`config.mk`:
```
export PLATFORM = sky130hd
export DESIGN_NAME = read_bram
export DESIGN_NICKNAME = d
export VERILOG_FILES = /design/src/rtl/read_bram.sv
export SDC_FILE = /design/constraint.sdc
export NUM_CORES = 1
export LEC_CHECK = 0
export ABC_AREA = 1
export BUFFER_PORTS_ARGS = -buffer_cell sky130_fd_sc_hd__buf_2
export CAP_MARGIN = 25
export CORE_UTILIZATION = 38
export DETAILED_ROUTE_END_ITERATION = 8
export GPL_TIMING_DRIVEN = 0
export HOLD_SLACK_MARGIN = 0.02
export PLACE_DENSITY_LB_ADDON = 0.05
export SETUP_SLACK_MARGIN = 0.15
export SYNTH_ARGS = -nofsm -noshare
export SYNTH_HDL_FRONTEND = slang
export SYNTH_SLANG_ARGS = --single-unit
```
`constraint.sdc`:
```
create_clock -name clk -period 2.7 [get_ports clk]
set_input_delay 0.54 -clock clk [delete_from_list [all_inputs] [get_ports clk]]
set_output_delay 0.54 -clock clk [all_outputs]
set_load 0.1 [all_outputs]
```
`src/rtl/read_bram.sv`:
```
// read_bram: sweeps a block-RAM address range num_iters times and streams the words out through a 4-slot FIFO.
// Define READ_STALL_COUNT_EN to add the stall_cycles output.
module read_bram #(
    parameter int GROUP_SIZE      = 4,
    parameter int DATA_WIDTH      = 8,
    parameter int LOG_MAX_ADDRESS = 16,
    parameter int LOG_MAX_READS   = 16,
    parameter int LOG_MAX_ITERS   = 16
) (
    input  logic                             clk,
    input  logic                             rst,
    input  logic                             configure,
    input  logic [LOG_MAX_ADDRESS-1:0]       base_address,
    input  logic [LOG_MAX_READS-1:0]         num_reads,
    input  logic [LOG_MAX_ITERS-1:0]         num_iters,
    output logic [LOG_MAX_ADDRESS-1:0]       address_out,
    output logic                             read_out,
    input  logic [GROUP_SIZE*DATA_WIDTH-1:0] data_in,
    output logic [GROUP_SIZE*DATA_WIDTH-1:0] data_out,
    output logic                             valid_out,
    input  logic                             avail_in,
    output logic                             busy
`ifdef READ_STALL_COUNT_EN
    ,
    output logic [31:0]                      stall_cycles
`endif
);
    localparam int W = GROUP_SIZE * DATA_WIDTH;

    typedef enum logic [1:0] {IDLE, READING, DRAIN} state_t;

    state_t                     state_q, state_d;
    logic [LOG_MAX_ADDRESS-1:0] base_q, base_d;
    logic [LOG_MAX_READS-1:0]   nreads_q, nreads_d, offset_q, offset_d;
    logic [LOG_MAX_ITERS-1:0]   iters_q, iters_d;
    logic                       inflight_q;
    logic [2:0]                 count_q;
    logic [1:0]                 rd_ptr_q, wr_ptr_q;
    logic [W-1:0]               mem_q [4];
    logic                       accept, last_read, pop;

    assign accept      = state_q == IDLE && configure;
    assign last_read   = offset_q == nreads_q - LOG_MAX_READS'(1);
    assign pop         = count_q != 3'd0 && avail_in;
    assign valid_out   = pop;
    assign busy        = state_q != IDLE;
    assign address_out = base_q + LOG_MAX_ADDRESS'(offset_q);
    assign data_out    = count_q != 3'd0 ? mem_q[rd_ptr_q] : '0;

    // Credits: FIFO entries plus the word still coming back from the RAM never exceed 4.
    always_comb begin
        state_d  = state_q;
        base_d   = base_q;
        nreads_d = nreads_q;
        iters_d  = iters_q;
        offset_d = offset_q;
        read_out = state_q == READING && (count_q + {2'b0, inflight_q}) < 3'd4;
        if (accept) begin
            base_d   = base_address;
            nreads_d = num_reads;
            iters_d  = num_iters;
            offset_d = '0;
            state_d  = (num_reads != '0 && num_iters != '0) ? READING : IDLE;
        end
        if (read_out) begin
            offset_d = last_read ? '0 : offset_q + LOG_MAX_READS'(1);
            if (last_read) begin
                iters_d = iters_q - LOG_MAX_ITERS'(1);
                if (iters_q == LOG_MAX_ITERS'(1)) state_d = DRAIN;
            end
        end
        if (state_q == DRAIN && !inflight_q && count_q == 3'd0) state_d = IDLE;
    end

    always_ff @(posedge clk or negedge rst) begin
        if (!rst) begin
            state_q    <= IDLE;
            base_q     <= '0;
            nreads_q   <= '0;
            iters_q    <= '0;
            offset_q   <= '0;
            inflight_q <= 1'b0;
            count_q    <= 3'd0;
            rd_ptr_q   <= 2'd0;
            wr_ptr_q   <= 2'd0;
        end else begin
            state_q    <= state_d;
            base_q     <= base_d;
            nreads_q   <= nreads_d;
            iters_q    <= iters_d;
            offset_q   <= offset_d;
            inflight_q <= read_out;
            count_q    <= count_q + {2'b0, inflight_q} - {2'b0, pop};
            if (inflight_q) wr_ptr_q <= wr_ptr_q + 2'd1;
            if (pop) rd_ptr_q <= rd_ptr_q + 2'd1;
        end
    end

    always_ff @(posedge clk) begin
        if (inflight_q) mem_q[wr_ptr_q] <= data_in;
    end

`ifdef READ_STALL_COUNT_EN
    always_ff @(posedge clk or negedge rst) begin
        if (!rst) stall_cycles <= '0;
        else if (accept) stall_cycles <= '0;
        else if (busy && count_q != 3'd0 && !avail_in && stall_cycles != '1)
            stall_cycles <= stall_cycles + 32'd1;
    end
`endif
endmodule

```
==> results.md, run 1 <==
* Final Slew Violations at 0
* R2r setup slk at approximately 0.33 ns
* Worst r2r src: nreads_q[1]$_DFFE_PN0P_
* Top Ports at between 100 and 150
* Most frequent cells in the layout: nand2_1, nor2_1, edfxtp_1
* Clock buffer count from CTS at 24
* Area Overhead vs Synth at 36.9%
* Largest net degree at the start of global routing at between 40 and 50
* Most common cell after layout, fill and taps aside: nand2_1
* Worst path required time at approximately 2.2 ns
* Final core occ at a little over half
* First-pass GRT wire length at about 46000 µm
* DRT Pass-1 Iters at 5
* GRT overflow at 0
* Fin cells at ~1700
* Antenna violations before repair at 0
* CP startpoint: offset_q[0]$_DFFE_PN0P_
* WS Path Type: flip-flop to output pin
* Reg-to-reg endpoint: iters_q[4]$_DFF_PN0_
* Post-synth cell types at 40
* Filler cells at approximately 2500
* Final nets at around 1500
* DRT Wirelength at between 20000 and 30000 µm
* Hpwl dp at approximately 20000 µm
* Post-route ant nets at 0
* Worst path bufs/invs at 2
* Final setup skew at a little over 0.009 ns
* Status: finished with violations
* Crit-path max FO at 3
* Unrepaired setup endpoints after global routing: yes
* Die X at 168 µm
* Yosys warnings at 0
* Syn Nets at about 1300
* Core Area at 27000 µm²
* Max-Cap Viols at 0
* HP Class: primary input to flip-flop
* Root Buffer: clkbuf_16
* Die area at roughly 28000 µm²
* Initial drt markers at 502
* Final Hold Vio Count at 0
* Netlist Area Pre-Place at approximately 10000 µm²
* Port bufs at around 130
* Vias/cell at 4.96
* Share of post-route cells with drive strength above 1 at about a quarter
* Slowest-stage cell, CP: dfrtp_2
* Diode count at 0
* CTS Sinks at around 200
* Worst Tran Pin Value at ~0.88 ns
* CTS tree: built
* Most used cell, CP: o21ai_4
* R2R depth at 14
* Post-route clock period utilization at 114%
* Final worst path period need at slightly above 3 ns
* CP delay by family, top: compound AO/OA/AOI/OAI gates
* Post-synthesis register bit count at 202
* Vias at 8461
* # DRC at 0
* CP Capture Point: address_out[12]
* Aggregate global-route resource usage at a little over a fifth
* Die Span Y at between 150 and 200 µm
* Cell Pwr Density at 1230 nW/µm²
* Avg Inst Size Synth at 8.98 µm²
* Worst IR drop on VDD at around 0.00078 V
* H-tree level count at 1
* Sequential fraction of the synthesis area at 54.7%
* Final worst slack at -0.368 ns
* Vias in the first global route at roughly 8400
* Cells after synthesis at 1160
* Arr. time, crit path at around 2.5 ns
* Leak Pwr at just under 6 nW
* Max incr delay on CP at approximately 0.40 ns
* CP startpoint kind: flip-flop
* Initial cell density of the core at 38.6%
* Placed Cells at 1637
* Routability cong. at about 0.87
* FMAX at between 300 and 400 MHz
* Rows at 60
* Failing checks: setup timing
* Clock buffer depth at 3
* CP endpoint kind: output pin
* Slew Limit Headroom at between 40% and 50%
* Final setup fails at 11
* Routed len/inst at ~17 µm
* Cell breakdown of the critical path: ha_4 > inv_2 > fa_2 > nor2_4 > a211oi_4 > o21ai_4 > a21oi_4 > o21ai_4 > xor2_4 > buf_12
* Clk Latency, worst-skew pair at 0.52 ns
* Clk slew on worst S/H paths at around 0.060 ns
* Cell count along the critical path at 10
## sequential cells by signal, summed over array words and instances (netlist names)
register	count
mem_q	128
base_q	16
iters_q	16
nreads_q	16
offset_q	16
count_q	3
rd_ptr_q	2
state_q	2
wr_ptr_q	2
inflight_q	1
## area by class of cell
cell class / count / area (µm²) / share of cell area [%]
Buffer: 45 / 389 / 2.73
Clock buffer: 38 / 693 / 4.86
Clock inverter: 6 / 90.1 / 0.632
Inverter: 93 / 349 / 2.45
Multi-Input combinational cell: 820 / 5060 / 35.5
Sequential cell: 202 / 5710 / 40.0
Tap cell: 341 / 427 / 2.99
Timing Repair Buffer: 160 / 1530 / 10.8
## routing by layer
layer / part of all wire, % / up-vias / track usage [%] / wire length, µm
li1: - / 4253 / - / -
met1: 45 / 3993 / 27.7 / 12800
met2: 50 / 181 / 36.4 / 14200
met3: 3.4 / 34 / 2.36 / 961
met4: 2.2 / 0 / 4.75 / 616
met5: 0 / - / 0 / 0
## Yosys cell counts, drive strengths merged
cell type	instances	area share [%]
a211oi	2	0.14
nand3b	9	0.65
nor4	11	0.66
xor2	33	2.8
nand4	24	1.4
clkbuf	36	1.3
a21oi	50	2.4
inv	93	3.4
buf	9	0.59
dfrtp	74	18
and2	1	0.060
o21bai	2	0.14
nand3	48	2.4
a31oi	1	0.060
nand2	245	9.0
nor3	16	0.93
ha	27	3.2
o21ai	124	6.1
nor3b	2	0.14
edfxtp	128	37
nor2	196	7.6
mux2i	3	0.29
or2	9	0.54
o31ai	2	0.14
fa	1	0.19
xnor2	12	1.0
o22ai	2	0.12
## tightest hold or removal path: stages
cell     delay, ns
buf_2         0.07
nand2_1       0.04
nand2_1       0.04
## worst min-delay path by stage
stage / slack (ns) / end / startpoint / cells past startpoint
finish: 0.22 / base_q[15]$_DFFE_PN0P_ / base_address[15] / 3
global route: 0.22 / base_q[15]$_DFFE_PN0P_ / base_address[15] / 3
CTS: 0.21 / base_q[2]$_DFFE_PN0P_ / base_address[2] / 3
detailed placement: 0.47 / base_q[10]$_DFFE_PN0P_ / base_q[10]$_DFFE_PN0P_ / 2
global placement: 0.47 / base_q[4]$_DFFE_PN0P_ / base_q[4]$_DFFE_PN0P_ / 2
floorplan: 0.24 / base_q[0]$_DFFE_PN0P_ / rst / 0
## metrics by stage
stage / cell area (µm²) / power (mW) / setup TNS, ns / hold WS, ns / setup slack, ns
floorplan: 11100 / 10.8 / -0.746 / 0.244 / -0.314
global placement: 12200 / 12.4 / -10.89 / 0.472 / -0.504
detailed placement: 12200 / 12.4 / -6.66 / 0.472 / -0.510
CTS: 14000 / 17.3 / -2.94 / 0.206 / -0.426
global route: 14300 / 18.3 / -4.07 / 0.222 / -0.481
finish: 14300 / 17.5 / -2.75 / 0.222 / -0.368
## timing repair
| item | in CTS | in global routing |
|---|---|---|
| gates resized for setup | 270 | 77 |
| setup buffers | 17 | 6 |
| setup endpoints to repair | 75 | 76 |
| gates cloned | 0 | 0 |
| hold endpoints to repair | 32 | 0 |
| hold buffers | 1 | 0 |
| pin swaps | 16 | 14 |
## where the power goes
group	switching, mW	total [mW]	internal (mW)	leakage [nW]
Combinational	6.85	10.1	3.27	3.50
Clock	1.24	3.18	1.95	0.381
Sequential	0.223	4.25	4.02	2.06
## cells by family (layout without fill, tap and decap cells)
logic type | after synthesis | after routing | synth area share, %
DFF | 202 | 202 | 54.7
buffers and inverters | 138 | 342 | 5.24
xor gates and xnor gates | 45 | 45 | 3.79
and+or+nand+nor | 561 | 561 | 23.4
adders and majority gates | 28 | 28 | 3.44
muxes | 3 | 3 | 0.288
AOI/OAI and AO/OA | 183 | 183 | 9.12
Note: power is estimated with default switching activity, not from simulation.
==> run 2: changes to the inputs <==
- CTS_BUF_LIST: unset -> sky130_fd_sc_hd__clkbuf_4
==> results.md, run 2 (synthesized netlist as in run 1, its figures left out) <==
* # DRC at 0 (unchanged)
* Clock buffer count from CTS at 54 (+130%)
* DRT Wirelength at 30300 µm (+6.1%)
* M1 wire length at 13300 µm (+4.1%)
* Vias in the first global route at 8985 (+7.4%)
* Setup slack at placement at -0.510 ns (unchanged)
* Worst hold start: base_address[3]
* Wire length on met2 at 15300 µm (+7.8%)
* Initial cell density of the core at 38.6% (unchanged)
* CP startpoint: offset_q[0]$_DFFE_PN0P_
* Status: finished with violations
* Die area at 28100 µm² (unchanged)
* Final nets at 1534 (+5.2%)
* Max-Cap Viols at 0 (unchanged)
* Final setup fails at 33 (+22)
* Share of post-route cells with drive strength above 1 at 38.9% (+12 points)
* Final worst slack at -0.568 ns (-0.200 ns)
* Vias/cell at 4.95 (-0.28%)
* Arr. time, crit path at 2.73 ns (+0.20 ns)
* Initial drt markers at 476 (-5.2%)
* Crit-path max FO at 3 (unchanged)
* R2R depth at 9 (-5)
* H-tree level count at 2 (+1)
* CTS tree: built
* Clk Latency, worst-skew pair at 0.70 ns (+0.18 ns)
* Cell Pwr Density at 1240 nW/µm² (+0.62%)
* Design area at 15500 µm² (+8.8%)
* Failing checks: setup timing
* Die Span Y at 168 µm (unchanged)
* CP startpoint kind: flip-flop
* Post-route clock period utilization at 121% (+7.4 points)
* Slew Limit Headroom at 41.1% (-0.43 points)
* Post-route ant nets at 0 (unchanged)
* Top reg by flops: mem_q
* Die X at 168 µm (unchanged)
* Final setup skew at 0.0269 ns (+0.0178 ns)
* WS Path Type: flip-flop to output pin
* Seq. cell area at 5710 µm² (about the same)
* Most frequent cells in the layout: nand2_1, edfxtp_1, nor2_1
* Port bufs at 134 (unchanged)
* Unrepaired setup endpoints after global routing: yes
* Antenna violations before repair at 2 (+2)
* First-pass GRT wire length at 48000 µm (+5.3%)
* DP Area at 12200 µm² (unchanged)
* Worst r2r src: offset_q[5]$_DFFE_PN0P_
* Area Overhead vs Synth at 49.0%
* Worst IR drop on VDD at 0.000779 V (+0.40%)
* Routability cong. at 0.866 (unchanged)
* CTS Sinks at 202 (unchanged)
* Hold Path Stages at 3 (unchanged)
* Final worst path period need at 3.27 ns (+0.200 ns)
* Most common cell after layout, fill and taps aside: nand2_1
* Routed len/inst at 16.8 µm (+0.38%)
* Clk slew on worst S/H paths at 0.07 ns (about the same)
* Reg-to-reg endpoint: iters_q[4]$_DFF_PN0_
* Largest net degree at the start of global routing at 43 (unchanged)
* CP endpoint kind: output pin
* Worst path required time at 2.16 ns (about the same)
* Clock buffer depth at 3 (unchanged)
* Area of the multi-input gates at 5590 µm² (+10%)
* DRT Pass-1 Iters at 4 (-1)
* Final Hold Vio Count at 0 (unchanged)
* GRT overflow at 0 (unchanged)
* Worst Tran Pin Value at 0.882 ns (+0.00643 ns)
* FMAX at 306 MHz (-6.1%)
* Rows at 60 (unchanged)
* Top Ports at 135 (unchanged)
* Aggregate global-route resource usage at 22.0% (+1.2 points)
* R2r setup slk at 0.37 ns (+0.04 ns)
* Leak Pwr at 6.44 nW (+8.3%)
* Final Slew Violations at 0 (unchanged)
* Root Buffer: clkbuf_4
* Core Area at 27000 µm² (unchanged)
* CP Capture Point: address_out[12]
* Hpwl dp at 19800 µm (unchanged)
* Worst hold slack at 0.0599 ns (-0.162 ns)
* HP Class: primary input to flip-flop
* Filler cells at 2369 (-4.7%)
* Top Metal Used: met4
* Vias at 8917 (+5.4%)
* Routed wl met3 at 1150 µm (+20%)
* Max reg flops at 128 (unchanged)
## run 2: cell types whose count changed in the layout (fill, tap and decap cells not counted), moves of 10 or more
cell / change
buf_12: +20
clkbuf_1: -10
clkbuf_16: -16
clkbuf_4: +78
dlygate4sd3_1: +11
nor2_1: -65
nor2_2: +36
nor2_4: +29
o21ai_1: -36
o21ai_2: +41
## run 2: cell type report
type	count	share of cell area, %
flip-flops and latches	202	36.8
multi-input cells	820	36.0
repair buffers	206	14.3
clock buffers	82	3.97
plain buffers	45	3.37
well taps	341	2.75
inverters	93	2.27
clock inverters	11	0.508
diodes	2	0.0323
## run 2: repair_timing
action                                  4_1_cts  5_1_grt
setup buffers                                37       16
hold endpoints to repair                     64        0
gates resized for setup                     414      160
hold buffers                                 12        0
endpoints found under the setup margin       76       79
pin swaps                                    42       88
cloned                                        4        1
## run 2: how the worst min path moves through the flow
stage	slack, ns	end
6_report	0.06	base_q[3]$_DFFE_PN0P_
5_1_grt	0.02	mem_q[2][5]$_DFFE_PP_
4_1_cts	0.02	base_q[2]$_DFFE_PN0P_
3_5_place_dp	0.47	base_q[10]$_DFFE_PN0P_
3_3_place_gp	0.47	base_q[4]$_DFFE_PN0P_
2_1_floorplan	0.24	base_q[0]$_DFFE_PN0P_
## run 2: worst max-delay path, cell delays in order (launching register included)
cell      delay, ns
dfrtp_2        0.40
ha_4           0.14
inv_2          0.03
fa_2           0.36
nor2_4         0.12
a211oi_4       0.06
o21ai_4        0.21
a21oi_4        0.12
o21ai_4        0.21
xor2_4         0.20
buf_12         0.19
## run 2: through the flow
stage / setup TNS, ns / util (%) / std cells / power (mW)
floorplan: -0.746 / - / 1160 / 10.8
global placement: -10.89 / 45.1 / 1635 / 12.4
detailed placement: -6.66 / 45.3 / 1637 / 12.4
CTS: -7.57 / 55.0 / 1783 / 18.5
global route: -10.73 / 57.6 / 1802 / 20.1
finish: -5.75 / 57.6 / 1802 / 19.2
## run 2: per-layer routing
layer,track usage [%],vias up
met4,6.42,0
met2,38.3,198
met1,28.1,4221
met3,3.64,47
met5,0,-
li1,-,4451
## run 2: power breakdown
group	internal [mW]	total [mW]	leakage (nW)	switching [mW]
sequential	4.03	4.32	2.07	0.292
combinational	4.59	12.1	3.96	7.54
clock	1.47	2.75	0.415	1.28
==> run 3: changes to the inputs <==
- CELL_PAD_IN_SITES_DETAIL_PLACEMENT: unset -> 1
- CELL_PAD_IN_SITES_GLOBAL_PLACEMENT: unset -> 2
- CORE_UTILIZATION: 38 -> 37
==> results.md, run 3 (synthesized netlist as in run 1, its figures left out) <==
* FMAX at 298 MHz (-2.8%)
* Final Slew Violations at 0 (unchanged)
* GRT overflow at 0 (unchanged)
* Top reg by flops: mem_q
* Area of the multi-input gates at 5730 µm² (+2.6%)
* Max reg flops at 128 (unchanged)
* Vias in the first global route at 9978 (+11%)
* Power share of the combinational group at 63.8% (+0.6 points)
* Sequential cell fraction of total power at 21.6% (-0.9 points)
* Worst Tran Pin Value at 0.915 ns (+0.0332 ns)
* Worst IR drop on VDD at 0.000574 V (-26%)
* Design area at 16100 µm² (+3.9%)
* Die Span Y at 170 µm (+1.3%)
* Clk Latency, worst-skew pair at 0.71 ns (about the same)
* Area Overhead vs Synth at 54.7%
* Clock buffer depth at 3 (unchanged)
* Worst hold slack at 0.0585 ns (-0.00136 ns)
* Final Hold Vio Count at 0 (unchanged)
* DRT Pass-1 Iters at 7 (+3)
* CTS Sinks at 202 (unchanged)
* Root Buffer: clkbuf_4
* WS Path Type: flip-flop to output pin
* Share of post-route cells with drive strength above 1 at 40.9% (+2.0 points)
* # DRC at 0 (unchanged)
* CTS tree: built
* Antenna violations before repair at 5 (+3)
* HP Class: primary input to flip-flop
* Final worst path period need at 3.36 ns (+0.0931 ns)
* Initial cell density of the core at 37.6% (-1.1 points)
* Setup TNS at -8.08 ns (-2.33 ns)
* Most frequent cells in the layout: nand2_1, edfxtp_1, nor2_1
* Clock power share at 14.6% (+0.3 points)
* Crit-path max FO at 4 (+1)
* Final worst slack at -0.661 ns (-0.0931 ns)
* Rows at 61 (+1.7%)
* Sw Pwr at 10.1 mW (+11%)
* Vias/cell at 5.18 (+4.7%)
* Routed len/inst at 21.6 µm (+28%)
* Clock buffer count from CTS at 56 (+3.7%)
* Unrepaired setup endpoints after global routing: yes
* Max-Cap Viols at 0 (unchanged)
* Status: finished with violations
* Die area at 28800 µm² (+2.7%)
* Aggregate global-route resource usage at 24.2% (+2.2 points)
* Worst path required time at 2.16 ns (about the same)
* Setup slack at placement at -0.509 ns (+0.000878 ns)
* Post-route ant nets at 0 (unchanged)
* Core Area at 27700 µm² (+2.8%)
* Post-route clock period utilization at 124% (+3.4 points)
* Final nets at 1563 (+1.9%)
* Clk slew on worst S/H paths at 0.06 ns (about the same)
* Leak Pwr at 6.66 nW (+3.5%)
* Routability cong. at 0.806 (-6.9%)
* Final setup skew at 0.0493 ns (+0.0223 ns)
* Seq. cell area at 5710 µm² (about the same)
* Slew Limit Headroom at 38.9% (-2.2 points)
* Cell-internal power at 10.5 mW (+3.7%)
* Cell Pwr Density at 1280 nW/µm² (+3.0%)
* Die X at 170 µm (+1.3%)
* DP Area at 12200 µm² (+0.36%)
* Filler cells at 3018 (+27%)
* First-pass GRT wire length at 53300 µm (+11%)
* Largest net degree at the start of global routing at 63 (+47%)
* Placed Cells at 1674 (+2.3%)
* Overall Power at 20.6 mW (+7.0%)
* Sw Share at 49.1% (+1.6 points)
* CP endpoint kind: output pin
* H-tree level count at 2 (unchanged)
* Most common cell after layout, fill and taps aside: nand2_1
* Final setup fails at 41 (+24%)
* Fin cells at 1878 (+4.2%)
* Final core occ at 58.2% (+0.60 points)
* Failing checks: setup timing
* Vias at 9734 (+9.2%)
* CP startpoint kind: flip-flop
* Top Ports at 135 (unchanged)
* Initial drt markers at 627 (+32%)
* DRT Wirelength at 40600 µm (+34%)
* Hpwl dp at 22200 µm (+12%)
* Arr. time, crit path at 2.82 ns (+0.09 ns)
* Port bufs at 134 (unchanged)
run 3: changes by cell type in the layout (fill, tap and decap cells not counted), sizes merged:
| cell | previous run | this run |
|---|---|---|
| bufinv | 1 | 0 |
| dlygate4sd3 | 12 | 25 |
| clkinv | 8 | 10 |
| clkbuf | 117 | 123 |
| diode | 2 | 4 |
| buf | 204 | 221 |
run 3: worst max-delay path, cell delays in order (launching register included):
cell and delay (ns):
dfrtp_2 0.41, ha_4 0.15, inv_2 0.03, fa_2 0.37, nor2_4 0.12, a211oi_4 0.06, o21ai_4 0.26, a21oi_4 0.11
o21ai_4 0.22, xor2_4 0.21, buf_12 0.20
run 3: final cells by class:
class | instances | share of cell area, %
flip-flops and latches | 202 | 35.4
well taps | 378 | 2.94
plain buffers | 45 | 3.55
multi-input cells | 820 | 35.6
diodes | 4 | 0.0621
clock inverters | 12 | 0.357
clock buffers | 91 | 4.24
repair buffers | 233 | 15.6
inverters | 93 | 2.23
run 3: timing repair:
| action | in CTS | in global routing |
|---|---|---|
| hold buffers | 25 | 0 |
| pin swaps | 35 | 91 |
| hold endpoints to repair | 68 | 0 |
| gates cloned | 3 | 6 |
| gates resized for setup | 436 | 206 |
| setup endpoints to repair | 76 | 79 |
| buffers inserted | 25 | 38 |
run 3: worst paths after layout:
check | start | to | slack (ns) | cells past startpoint
setup reg to reg | nreads_q[0]$_DFFE_PN0P_ | iters_q[2]$_DFF_PN0_ | 0.35 | 16
setup / recovery | offset_q[0]$_DFFE_PN0P_ | address_out[12] | -0.66 | 10
hold reg to reg | base_q[14]$_DFFE_PN0P_ | base_q[14]$_DFFE_PN0P_ | 0.49 | 2
min in group asynchronous | rst | rd_ptr_q[1]$_DFFE_PN0P_ | 0.31 | 2
hold / removal | base_address[15] | base_q[15]$_DFFE_PN0P_ | 0.06 | 3
max in group asynchronous | rst | offset_q[3]$_DFFE_PN0P_ | 1.71 | 3
run 3: routing by layer:
layer / GRT usage [%] / part of all wire, % / vias to the layer above
met4: 7.76 / 3.5 / 2
met1: 27.9 / 40 / 4867
met5: 0 / 0.032 / -
met3: 4.01 / 3.7 / 94
met2: 45.2 / 53 / 253
li1: - / - / 4518
run 3: power groups by stage:
stage          Combinational [mW]  Sequential [mW]  Clock, mW
2_1_floorplan                6.59             4.23          0
5_1_grt                      13.6             4.47       3.22
3_3_place_gp                 8.06             4.29          0
4_1_cts                      11.2             4.29       2.95
3_5_place_dp                 8.17             4.31          0
6_report                     13.1             4.43       3.01
